## src/rtl/axi_lite_settings_bridge.sv

```systemverilog
// axi_lite_settings_bridge
// Bridges a single AXI-Lite slave port onto a simple settings bus:
// writes become a one-cycle set_stb, reads a one-cycle get_stb with
// get_data sampled combinationally in that same cycle.
// Only one transaction is in flight at a time; writes win over reads.
//
// Optional feature macro: SETTINGS_WSTRB_CHECK_EN
//   defined   -> partial-strobe writes are dropped and answered with SLVERR
//   undefined -> wstrb is ignored, every write pulses set_stb, bresp = OKAY
//
// Handshakes: a transfer on any AXI channel happens on the rising edge
// where both valid and ready are high; valid never depends on ready, and
// bvalid/rvalid with their payloads stay stable until the matching ready.
module axi_lite_settings_bridge #(
   parameter int C_DATAWIDTH = 32,
   parameter int C_ADDRWIDTH = 32
) (
   input  logic                     clk,
   input  logic                     rst_n,
   // write address
   input  logic [C_ADDRWIDTH-1:0]   s_axi_awaddr,
   input  logic                     s_axi_awvalid,
   output logic                     s_axi_awready,
   // write data
   input  logic [C_DATAWIDTH-1:0]   s_axi_wdata,
   input  logic [C_DATAWIDTH/8-1:0] s_axi_wstrb,
   input  logic                     s_axi_wvalid,
   output logic                     s_axi_wready,
   // write response
   output logic [1:0]               s_axi_bresp,
   output logic                     s_axi_bvalid,
   input  logic                     s_axi_bready,
   // read address
   input  logic [C_ADDRWIDTH-1:0]   s_axi_araddr,
   input  logic                     s_axi_arvalid,
   output logic                     s_axi_arready,
   // read data
   output logic [C_DATAWIDTH-1:0]   s_axi_rdata,
   output logic [1:0]               s_axi_rresp,
   output logic                     s_axi_rvalid,
   input  logic                     s_axi_rready,
   // settings write bus
   output logic [C_DATAWIDTH-1:0]   set_data,
   output logic [C_ADDRWIDTH-1:0]   set_addr,
   output logic                     set_stb,
   // settings read bus
   output logic [C_ADDRWIDTH-1:0]   get_addr,
   output logic                     get_stb,
   input  logic [C_DATAWIDTH-1:0]   get_data,
   // FSM state for observation
   output logic [2:0]               dbg_state
);

   localparam logic [1:0] RESP_OKAY   = 2'b00;
   localparam logic [1:0] RESP_SLVERR = 2'b10;

   typedef enum logic [2:0] {
      IDLE  = 3'd0,
      SET   = 3'd1,
      BRESP = 3'd2,
      GET   = 3'd3,
      RRESP = 3'd4
   } state_t;

   state_t state;
   state_t state_nxt;

   // AW and W are captured independently while idle
   logic                   aw_done;
   logic                   w_done;
   logic [C_ADDRWIDTH-1:0] aw_addr_q;
   logic [C_DATAWIDTH-1:0] w_data_q;
   logic                   strb_ok_q;

   logic                   aw_hs;
   logic                   w_hs;
   logic                   ar_hs;
   logic                   wr_go;
   logic [C_ADDRWIDTH-1:0] wr_addr;
   logic [C_DATAWIDTH-1:0] wr_data;
   logic                   wr_strb_ok;

   assign aw_hs = s_axi_awvalid & s_axi_awready;
   assign w_hs  = s_axi_wvalid  & s_axi_wready;
   assign ar_hs = s_axi_arvalid & s_axi_arready;

   // a write starts on the edge where both halves are held, counting
   // halves that are being handed over on this very edge
   assign wr_go   = (state == IDLE) && (aw_done || aw_hs) && (w_done || w_hs);
   assign wr_addr = aw_done ? aw_addr_q : s_axi_awaddr;
   assign wr_data = w_done  ? w_data_q  : s_axi_wdata;

`ifdef SETTINGS_WSTRB_CHECK_EN
   logic [C_DATAWIDTH/8-1:0] w_strb_q;
   logic [C_DATAWIDTH/8-1:0] wr_strb;

   assign wr_strb    = w_done ? w_strb_q : s_axi_wstrb;
   assign wr_strb_ok = &wr_strb;

   // keep the captured strobe alongside the captured data
   always_ff @(posedge clk) begin
      if (!rst_n)
         w_strb_q <= '0;
      else if (w_hs)
         w_strb_q <= s_axi_wstrb;
   end
`else
   logic unused_wstrb;

   assign unused_wstrb = ^s_axi_wstrb;
   assign wr_strb_ok   = 1'b1;
`endif

   // state register
   always_ff @(posedge clk) begin
      if (!rst_n)
         state <= IDLE;
      else
         state <= state_nxt;
   end

   // next-state logic
   always_comb begin
      state_nxt = state;
      case (state)
         IDLE: begin
            if (wr_go)
               state_nxt = SET;
            else if (ar_hs)
               state_nxt = GET;
         end
         SET:   state_nxt = BRESP;
         BRESP: if (s_axi_bready) state_nxt = IDLE;
         GET:   state_nxt = RRESP;
         RRESP: if (s_axi_rready) state_nxt = IDLE;
         default: state_nxt = IDLE;
      endcase
   end

   // handshake and strobe outputs; forced low while reset is held so an
   // abandoned transaction cannot leak a strobe or response
   always_comb begin
      s_axi_awready = rst_n && (state == IDLE) && !aw_done;
      s_axi_wready  = rst_n && (state == IDLE) && !w_done;
      s_axi_arready = rst_n && (state == IDLE) && !aw_done && !w_done &&
                      !s_axi_awvalid && !s_axi_wvalid;
      s_axi_bvalid  = rst_n && (state == BRESP);
      s_axi_rvalid  = rst_n && (state == RRESP);
      set_stb       = rst_n && (state == SET) && strb_ok_q;
      get_stb       = rst_n && (state == GET);
      s_axi_rresp   = RESP_OKAY;
      dbg_state     = state;
   end

   // capture flags and held AW/W payloads, released when the response completes
   always_ff @(posedge clk) begin
      if (!rst_n) begin
         aw_done   <= 1'b0;
         w_done    <= 1'b0;
         aw_addr_q <= '0;
         w_data_q  <= '0;
      end else if ((state == BRESP) && s_axi_bready) begin
         aw_done <= 1'b0;
         w_done  <= 1'b0;
      end else begin
         if (aw_hs) begin
            aw_done   <= 1'b1;
            aw_addr_q <= s_axi_awaddr;
         end
         if (w_hs) begin
            w_done   <= 1'b1;
            w_data_q <= s_axi_wdata;
         end
      end
   end

   // settings-bus and response registers; each only changes when a new
   // transaction loads it, so outputs hold between strobes
   always_ff @(posedge clk) begin
      if (!rst_n) begin
         set_addr    <= '0;
         set_data    <= '0;
         strb_ok_q   <= 1'b0;
         s_axi_bresp <= RESP_OKAY;
         get_addr    <= '0;
         s_axi_rdata <= '0;
      end else begin
         if (wr_go) begin
            set_addr    <= wr_addr;
            set_data    <= wr_data;
            strb_ok_q   <= wr_strb_ok;
            s_axi_bresp <= wr_strb_ok ? RESP_OKAY : RESP_SLVERR;
         end
         if (ar_hs)
            get_addr <= s_axi_araddr;
         if (state == GET)
            s_axi_rdata <= get_data;
      end
   end

endmodule

```

## config.mk

```make
export PLATFORM = sky130hd
export DESIGN_NAME = axi_lite_settings_bridge
export DESIGN_NICKNAME = d
export VERILOG_FILES = /design/src/rtl/axi_lite_settings_bridge.sv
export SDC_FILE = /design/constraint.sdc
export NUM_CORES = 1
export LEC_CHECK = 0
export ABC_AREA = 1
export ABC_CLOCK_PERIOD_IN_PS = 2900
export BUFFER_PORTS_ARGS = -buffer_cell sky130_fd_sc_hd__buf_2
export CAP_MARGIN = 15
export CORE_UTILIZATION = 55
export CTS_BUF_LIST = sky130_fd_sc_hd__clkbuf_2
export DETAILED_ROUTE_END_ITERATION = 16
export HOLD_SLACK_MARGIN = 0.08
export PLACE_DENSITY = 0.87
export SETUP_SLACK_MARGIN = 0.2
export SLEW_MARGIN = 10
export SYNTH_ARGS = -nofsm -noshare
export SYNTH_HDL_FRONTEND = slang
export SYNTH_SLANG_ARGS = --single-unit
```

## constraint.sdc

```tcl
create_clock -name clk -period 2.9 [get_ports clk]
set_input_delay 0.58 -clock clk [delete_from_list [all_inputs] [get_ports clk]]
set_output_delay 0.58 -clock clk [all_outputs]
set_load 0.1 [all_outputs]
```

==> reports/metrics.cfg, run 1 <==
[clock_network]
cts_sinks=198
cts.path.max_buffers=2
path_clk_slew_ns=0.29
numCtsBuffers=17
clock-root-buffer=clkbuf_2
htree_levels=4
clk_latency_ns=0.78
cts_tree=yes

[detailed_routing]
drcViolationCount=0
drt-vias-per-instance=5.30
wl_per_cell_um=15.5
routedLengthMet1_mm=9.40
drt-initial-drc-count=773
num_vias=8634
top_layer=met4
drt-pass1-iter-count=6
wl_met3_mm=2.05
ant_nets=0
wl_met2_mm=12.4
drt_wl_total_mm=25.3

[hold_path]
min_path_cells=3
min_path_type=primary input to flop

[sta]
max_slew_margin_pct=26.7
tns_ns=0
setup_viol=0
final.setup_skew_ns=0.0528
worst_pin_slew_ns=1.10
timing_hold_violations_final=0
final_max_slew_viol_count=0
timing.fmax_ghz=0.386
hold-worst-slack_ns=0.160
fin_crit_ns=2.59
rsz0062_at_grt=yes
final.period_utilization_pct=89.3

[logic_synthesis]
syn_inst=1073
synth_cell_types=28
ys_seq_area_share_pct=50.4
syn_area_per_cell_sq_um=7.33
ys.warnings.count=0
synth_top_family_by_area=compound AO/OA/AOI/OAI gates
ys_ff_latch=198
synth-simple-area-share_pct=18.8
synth-xor-area-share_pct=0
synth_compound_area_share_pct=20.1
synth.area.mux_share_pct=0
synthAdderAreaFrac_pct=0
synth.cell_area_sq_mm=0.00786

[final_layout]
final_cell_mix=buf_2 (264), nor2_1 (208), dfxtp_1 (194), o21ai_0 (193), nand2_1 (149)
layout.cells.non_filler=1629
fillers=849
area_delta_synth_final_pct=38.6
regArea_sq_mm=0.00398
final_common_cell=buf_2
layout-drive-gt1-share_pct=24.0
num-nets-final=1574
multi_input_area_sq_mm=0.00312

[global_route]
first_global_vias=7989
overflow=0
grt_util_all_layers_pct=32.9
grt_pass1_wl_mm=38.1
grt_start_max_net_pins=87
antenna_found_initial=1

[floorplanning]
fp.dieW_um=122
start_util_pct=56.4
dieArea_sq_mm=0.0148
rows=43
io_pins=281
die_height_um=122
core_area_sq_mm=0.0139

[setup_path]
startpoint_type=flop
cp_max_fo=6
r2r_slack_ns=0.48
critPathCaptureType=primary output
critical_path_class=flop to primary output
cp.arrival_ns=2.01
critPathRequiredTime_ns=2.32
reg2regPathDepth=8

[power_and_ir_drop]
power.density_mw_per_mm2=872
max-vdd-ir-drop_mv=0.630
p_leak_nw=5.21

[flow_run]
max_cap_viol_count=0

[placement]
place_hpwl_mm=13.0
io_buffers=272
place_inst=1462
globalplace.congestion=0.810

[outcome]
outcome=completed

[state kept, by name, summed over array words and instances (netlist names)]
| name | cells |
|---|---|
| dbg_state | 3 |
| aw_done | 1 |
| aw_addr_q | 32 |
| set_data | 32 |
| set_addr | 32 |
| strb_ok_q | 1 |
| w_done | 1 |
| w_data_q | 32 |
| s_axi_rdata | 32 |
| get_addr | 32 |
[repair_timing]
action,4_1_cts,5_1_grt
setup buffers,0,5
pin swaps,1,3
hold endpoints to repair,130,0
resized for setup,7,5
setup endpoints to repair,3,5
hold buffers,129,0
[worst max-delay path, stage by stage, from the launching register on]
cell and delay [ns]:
dfxtp_4 0.43, clkinvlp_4 0.16, nand4_1 0.23, nor2_4 0.23, buf_12 0.19
[final cells by class]
cell class | count | share of cell area (%)
Clock buffer | 17 | 0.781
Antenna cell | 1 | 0.0230
Tap cell | 180 | 2.07
Timing Repair Buffer | 417 | 26.4
Sequential cell | 198 | 36.5
Clock inverter | 15 | 1.83
Inverter | 107 | 3.72
Multi-Input combinational cell | 694 | 28.7
[cells by family (layout without fill, tap and decap cells)]
| logic type | Yosys count | in the layout |
|---|---|---|
| flops | 198 | 198 |
| compound gates | 313 | 313 |
| simple gates | 377 | 377 |
| other cells | 1 | 5 |
| buf+inv | 184 | 556 |
[synthesized netlist by cell type]
master / count / area, sq um
buf_6: 14 / 158
nor2_4: 2 / 22.5
nand3_1: 3 / 15.0
nor2_2: 2 / 12.5
nand3_2: 1 / 10.0
nand3_4: 1 / 17.5
dfxtp_1: 198 / 3960
a21oi_1: 91 / 455
nand2_2: 2 / 12.5
clkinv_1: 1 / 3.75
buf_4: 6 / 45.0
nor3_1: 2 / 10.0
clkbuf_1: 44 / 165
nand2_1: 149 / 559
nor2_1: 211 / 792
inv_2: 5 / 18.8
o21ai_0: 193 / 966
nor3_2: 1 / 10.0
a21oi_2: 1 / 8.76
nand4_1: 1 / 6.26
o21ai_1: 26 / 130
conb_1: 1 / 3.75
o21ai_2: 2 / 17.5
buf_2: 12 / 60.1
nor4_1: 1 / 6.26
inv_1: 101 / 379
or2_2: 1 / 6.26
clkbuf_2: 1 / 5.00
[through the flow]
step	instance area [sq um]	total power [W]	util (%)	setup slack, ns
floorplan	7910	0.00703	-	0.207
global placement	9240	0.00760	66.3	0.637
detailed placement	9240	0.00767	66.3	0.591
CTS	10800	0.00933	77.7	0.188
global route	10900	0.00989	78.2	0.164
finish	10900	0.00950	78.2	0.309
[path summary, 6_finish.rpt]
check,startpoint,to
max,dbg_state[0],s_axi_arready
min reg2reg,set_data[13],set_data[13]
max reg2reg,dbg_state[0],get_addr[12]
min,rst_n,strb_ok_q
[layer usage]
layer	up-vias	track usage, %
met2	503	55.3
met3	138	9.27
met4	0	20.9
li1	4117	-
met5	-	0
met1	3876	36.5
[power by group]
part	switching (W)	internal [W]
registers	0.000292	0.00324
logic	0.00355	0.000857
clock network	0.000991	0.000571
Note: power is estimated with default switching activity, not from simulation.
==> run 2: changes to the inputs <==
--- a/config.mk
+++ b/config.mk
@@ -7,7 +7,7 @@
 export LEC_CHECK = 0
 export ABC_AREA = 1
 export ABC_CLOCK_PERIOD_IN_PS = 2900
-export BUFFER_PORTS_ARGS = -buffer_cell sky130_fd_sc_hd__buf_2
+export BUFFER_PORTS_ARGS = -buffer_cell sky130_fd_sc_hd__clkbuf_2
 export CAP_MARGIN = 15
 export CORE_UTILIZATION = 55
 export CTS_BUF_LIST = sky130_fd_sc_hd__clkbuf_2
==> run 2 against run 1 <==
First-iteration DRC count decreased by 6.5%; setup slack better by 0.055 ns; non-clock buffer count fell by 15; hold slack got worse by 0.029 ns; die area unchanged; sequential power about the same; clock power down 22%; sequential cell count stayed put; sequential share of layout area grew 0.77 points; utilization shrank 1.6 points; highest routed layer unchanged.
==> reports/metrics.cfg, run 2 (synthesis gave the netlist of run 1 again) <==
[sta]
max_slew_margin_pct=26.9
timing_hold_violations_final=0
final.setup_skew_ns=0.0452
fin_crit_ns=2.54
worst_pin_slew_ns=1.09
final.period_utilization_pct=87.4
rsz0062_at_grt=no
timing.fmax_ghz=0.394
setup_ws_ns=0.364
tns_ns=0
final_max_slew_viol_count=0
setup_viol=0

[placement]
globalplace.congestion=0.792
place_hpwl_mm=13.0
io_buffers=272
placed_area_sq_mm=0.00926
pre_cts_ws_ns=0.551

[final_layout]
final_cell_mix=clkbuf_2 (282), nor2_1 (208), dfxtp_1 (194), o21ai_0 (193), nand2_1 (149)
num-nets-final=1559
area_delta_synth_final_pct=35.7
final_common_cell=clkbuf_2
layout-drive-gt1-share_pct=23.9
fin_util_pct=76.6
postLayoutCellArea_sq_mm=0.0107

[setup_path]
critPathCaptureType=primary output
cp.arrival_ns=1.96
critical_path_class=flop to primary output
critPathRequiredTime_ns=2.32
cp_max_fo=6
startpoint_type=flop

[global_route]
first_global_vias=7950
antenna_found_initial=0
overflow=0
grt_pass1_wl_mm=37.7
grt_start_max_net_pins=116
grt_util_all_layers_pct=32.2

[detailed_routing]
drcViolationCount=0
drt-initial-drc-count=723
wl_per_cell_um=15.0
num_vias=8449
drt-pass1-iter-count=6
drt-vias-per-instance=5.24
ant_nets=0
drt_wl_total_mm=24.1

[power_and_ir_drop]
power.density_mw_per_mm2=857
p_switching_w=0.00476
combPwrFrac_pct=48.1
p_leak_nw=5.04
internal_power_w=0.00438
seq_power_share_pct=38.5
max-vdd-ir-drop_mv=0.615
p_sw_share_pct=52.0
p_clk_share_pct=13.4

[floorplanning]
dieArea_sq_mm=0.0148
io_pins=281
start_util_pct=56.4
core_area_sq_mm=0.0139
rows=43
fp.dieW_um=122
die_height_um=122

[outcome]
outcome=completed

[clock_network]
clk_latency_ns=0.74
cts_sinks=198
htree_levels=4
cts_tree=yes
numCtsBuffers=17
path_clk_slew_ns=0.27
clock-root-buffer=clkbuf_2
cts.path.max_buffers=2

[flow_run]
max_cap_viol_count=0

[hold_path]
min_path_type=primary input to flop

==> run 2: cell types whose count changed in the layout (fill, tap and decap cells not counted), sizes merged <==
| cell | before | now |
|---|---|---|
| buf | 288 | 22 |
| clkbuf | 17 | 282 |
| dlygate4sd3 | 129 | 116 |
| clkinv | 4 | 10 |
| bufinv | 4 | 1 |
| clkinvlp | 5 | 2 |
| inv | 109 | 107 |
==> run 2: stage by stage <==
step / instances / power [W] / hold slack, ns
5_1_grt: 1612 / 0.00957 / 0.0882
3_3_place_gp: 1461 / 0.00763 / 0.431
3_5_place_dp: 1461 / 0.00771 / 0.436
2_1_floorplan: 1076 / 0.00703 / 0.455
4_1_cts: 1606 / 0.00901 / 0.0806
6_report: 1613 / 0.00914 / 0.131
==> run 2: path summary, 6_finish.rpt <==
check / start / end / slack (ns) / cells past startpoint
min: s_axi_araddr[17] / get_addr[17] / 0.13 / 3
max: dbg_state[0] / s_axi_arready / 0.36 / 4
min reg2reg: set_addr[17] / set_addr[17] / 0.46 / 2
max reg2reg: dbg_state[0] / get_addr[14] / 0.64 / 7
==> run 2: area by class of cell <==
type	instances	area, sq um
Sequential cell	198	3980
Timing Repair Buffer	402	2740
Fill cell	928	3270
Multi-Input combinational cell	694	3120
Clock buffer	18	90.1
Clock inverter	13	108
Tap cell	180	225
Antenna cell	1	2.50
Inverter	107	408
==> run 2: layer usage <==
metal  vias to the layer above  global-route usage, %  wire length (um)
li1                       4093                      -                 -
met1                      3758                   34.9              8800
met2                       462                   54.8             11900
met3                       136                   8.85              2040
met4                         0                   21.6              1420
met5                         -                      0                 0
==> run 2: worst max-delay path, stage by stage, from the launching register on <==
cell and delay [ns]:
dfxtp_4 0.41, clkinvlp_4 0.15, nand4_1 0.24, nor2_4 0.24, buf_12 0.20
==> run 2: power groups by stage <==
stage / Sequential [W] / Clock, W / Combinational, W
6_report: 0.00352 / 0.00122 / 0.00439
5_1_grt: 0.00358 / 0.00136 / 0.00463
4_1_cts: 0.00349 / 0.00123 / 0.00429
3_5_place_dp: 0.00355 / 0 / 0.00416
3_3_place_gp: 0.00353 / 0 / 0.00410
2_1_floorplan: 0.00569 / 0 / 0.00134
==> run 2: what timing repair did <==
item	in CTS	in global routing
hold endpoints to repair	114	2
buffers inserted	0	4
endpoints found under the setup margin	0	2
resized for setup	0	6
hold buffers	114	2
==> run 3: changes to the inputs <==
--- a/config.mk
+++ b/config.mk
@@ -13,7 +13,7 @@
 export CTS_BUF_LIST = sky130_fd_sc_hd__clkbuf_2
 export DETAILED_ROUTE_END_ITERATION = 16
 export HOLD_SLACK_MARGIN = 0.08
-export PLACE_DENSITY = 0.87
+export PLACE_DENSITY_LB_ADDON = 0.1
 export SETUP_SLACK_MARGIN = 0.2
 export SLEW_MARGIN = 10
 export SYNTH_ARGS = -nofsm -noshare
==> constraint.sdc (replaced) <==
create_clock -name clk -period 2.9 [get_ports clk]
set_input_delay 0.29 -clock clk [delete_from_list [all_inputs] [get_ports clk]]
set_output_delay 0.29 -clock clk [all_outputs]
set_load 0.1 [all_outputs]
==> run 3 against run 2 <==
Critical path depth up 1; via count up 2.2%; register-to-register slack worse by 0.13 ns; clock skew up 0.0042 ns; die area unchanged; total power up 1.6%; utilization up 3.8 points; highest routed layer unchanged.
==> reports/metrics.cfg, run 3 (synthesis gave the netlist of run 1 again) <==
[power_and_ir_drop]
power.density_mw_per_mm2=829
p_leak_nw=5.27
max-vdd-ir-drop_mv=0.723
total_power_w=0.00928

[setup_path]
slowest_delay_ns=0.53
critical-path-top-delay-family=buffers and inverters
cp_cell_sequence=dlygate4sd3_1 -> buf_4 -> inv_1 -> nor2_2 -> clkbuf_2
critical_path_class=primary input to primary output
crit_slowest_cell=dlygate4sd3_1
path_buf_inv=4
critPathCaptureType=primary output
cp.arrival_ns=2.18
cp_max_fo=48
startpoint_type=primary input
critPathRequiredTime_ns=2.61

[clock_network]
path_clk_slew_ns=0.24
htree_levels=4
clock-root-buffer=clkbuf_2
cts_tree=yes
clk_latency_ns=0.79
cts_sinks=198
numCtsBuffers=17
postCtsSetupBuffers=0
cts.path.max_buffers=2

[global_route]
grt_util_all_layers_pct=33.0
antenna_found_initial=1
overflow=0
first_global_vias=8194
grt_start_max_net_pins=85
grt_pass1_wl_mm=38.6

[sta]
rsz0062_at_grt=no
tns_ns=0
fin_crit_ns=2.47
final.setup_skew_ns=0.0494
timing_hold_violations_final=0
final_max_slew_viol_count=0
final.period_utilization_pct=85.2
worst_pin_slew_ns=1.05
hold-worst-slack_ns=0.185
timing.fmax_ghz=0.405
setup_viol=0
max_slew_margin_pct=30.2

[placement]
globalplace.congestion=0.805
io_buffers=272
place_hpwl_mm=12.4

[detailed_routing]
drt_wl_total_mm=24.7
drt-initial-drc-count=738
num_vias=8638
wl_per_cell_um=14.8
ant_nets=0
drt-pass1-iter-count=7
drt-vias-per-instance=5.16
drcViolationCount=0

[floorplanning]
start_util_pct=56.4
fp.dieW_um=122
rows=43
dieArea_sq_mm=0.0148
die_height_um=122
core_area_sq_mm=0.0139
io_pins=281

[final_layout]
num-nets-final=1617
area_delta_synth_final_pct=42.5
fillers=938
layout-drive-gt1-share_pct=22.8
final_common_cell=clkbuf_2
final_cell_mix=clkbuf_2 (287), nor2_1 (208), dfxtp_1 (195), o21ai_0 (193), dlygate4sd3_1 (177)

[outcome]
outcome=completed

[flow_run]
max_cap_viol_count=0

[hold_path]
min_path_type=primary input to flop

## run 3: worst paths after layout
check	startpoint	to	slack, ns	cells past startpoint
worst max-delay path	rst_n	s_axi_bvalid	0.43	5
worst min-delay path	s_axi_wvalid	dbg_state[1]	0.19	8
worst max register to register	dbg_state[0]	w_data_q[22]	0.51	8
worst min register to register	set_addr[31]	set_addr[31]	0.46	2
## run 3: final cells by class
| class | count | area [sq um] | share of cell area [%] |
|---|---|---|---|
| Sequential cell | 198 | 3970 | 35.4 |
| Multi-Input combinational cell | 694 | 3120 | 27.8 |
| Tap cell | 180 | 225 | 2.01 |
| Clock inverter | 13 | 134 | 1.20 |
| Inverter | 107 | 407 | 3.63 |
| Timing Repair Buffer | 460 | 3250 | 29.0 |
| Clock buffer | 19 | 95.1 | 0.849 |
| Antenna cell | 2 | 5.00 | 0.0447 |
## run 3: through the flow
| stage | std cells | worst slack (ns) | instance area, sq um | utilization [%] |
|---|---|---|---|---|
| after CTS | 1671 | 0.229 | 11200 | 80.3 |
| after global placement | 1462 | 0.725 | 9190 | 65.9 |
| after global routing | 1672 | 0.234 | 11200 | 80.4 |
| final | 1673 | 0.429 | 11200 | 80.4 |
| after detailed placement | 1462 | 0.689 | 9190 | 65.9 |
| after floorplan | 1076 | 0.236 | 7910 | - |
## run 3: report_power, final
group,internal (W),leakage (nW),switching (W),total (W)
clock network,0.000394,0.129,0.000940,0.00133
registers,0.00324,1.61,0.000278,0.00351
logic,0.000880,3.52,0.00355,0.00444
total,0.00451,5.27,0.00477,0.00928
## run 3: what timing repair did
item,CTS,global route
endpoints found under the hold margin,197,0
endpoints found under the setup margin,1,5
hold buffers,177,0
resized for setup,1,5
## run 3: worst register-to-register path: stages (launching register included)
cell,delay (ns)
dfxtp_2,0.38
inv_1,0.23
nand3_4,0.15
nor2_4,0.12
nand2_2,0.13
inv_4,0.41
o21ai_0,0.19
a21oi_1,0.17
dlygate4sd3_1,0.59
## run 3: layer usage
layer | vias up | share of wire [%] | GRT usage, %
met5 | - | 0 | 0
met4 | 0 | 5.0 | 19.4
met3 | 119 | 7.3 | 8.10
met2 | 429 | 49 | 56.2
met1 | 3880 | 39 | 37.6
li1 | 4210 | - | -
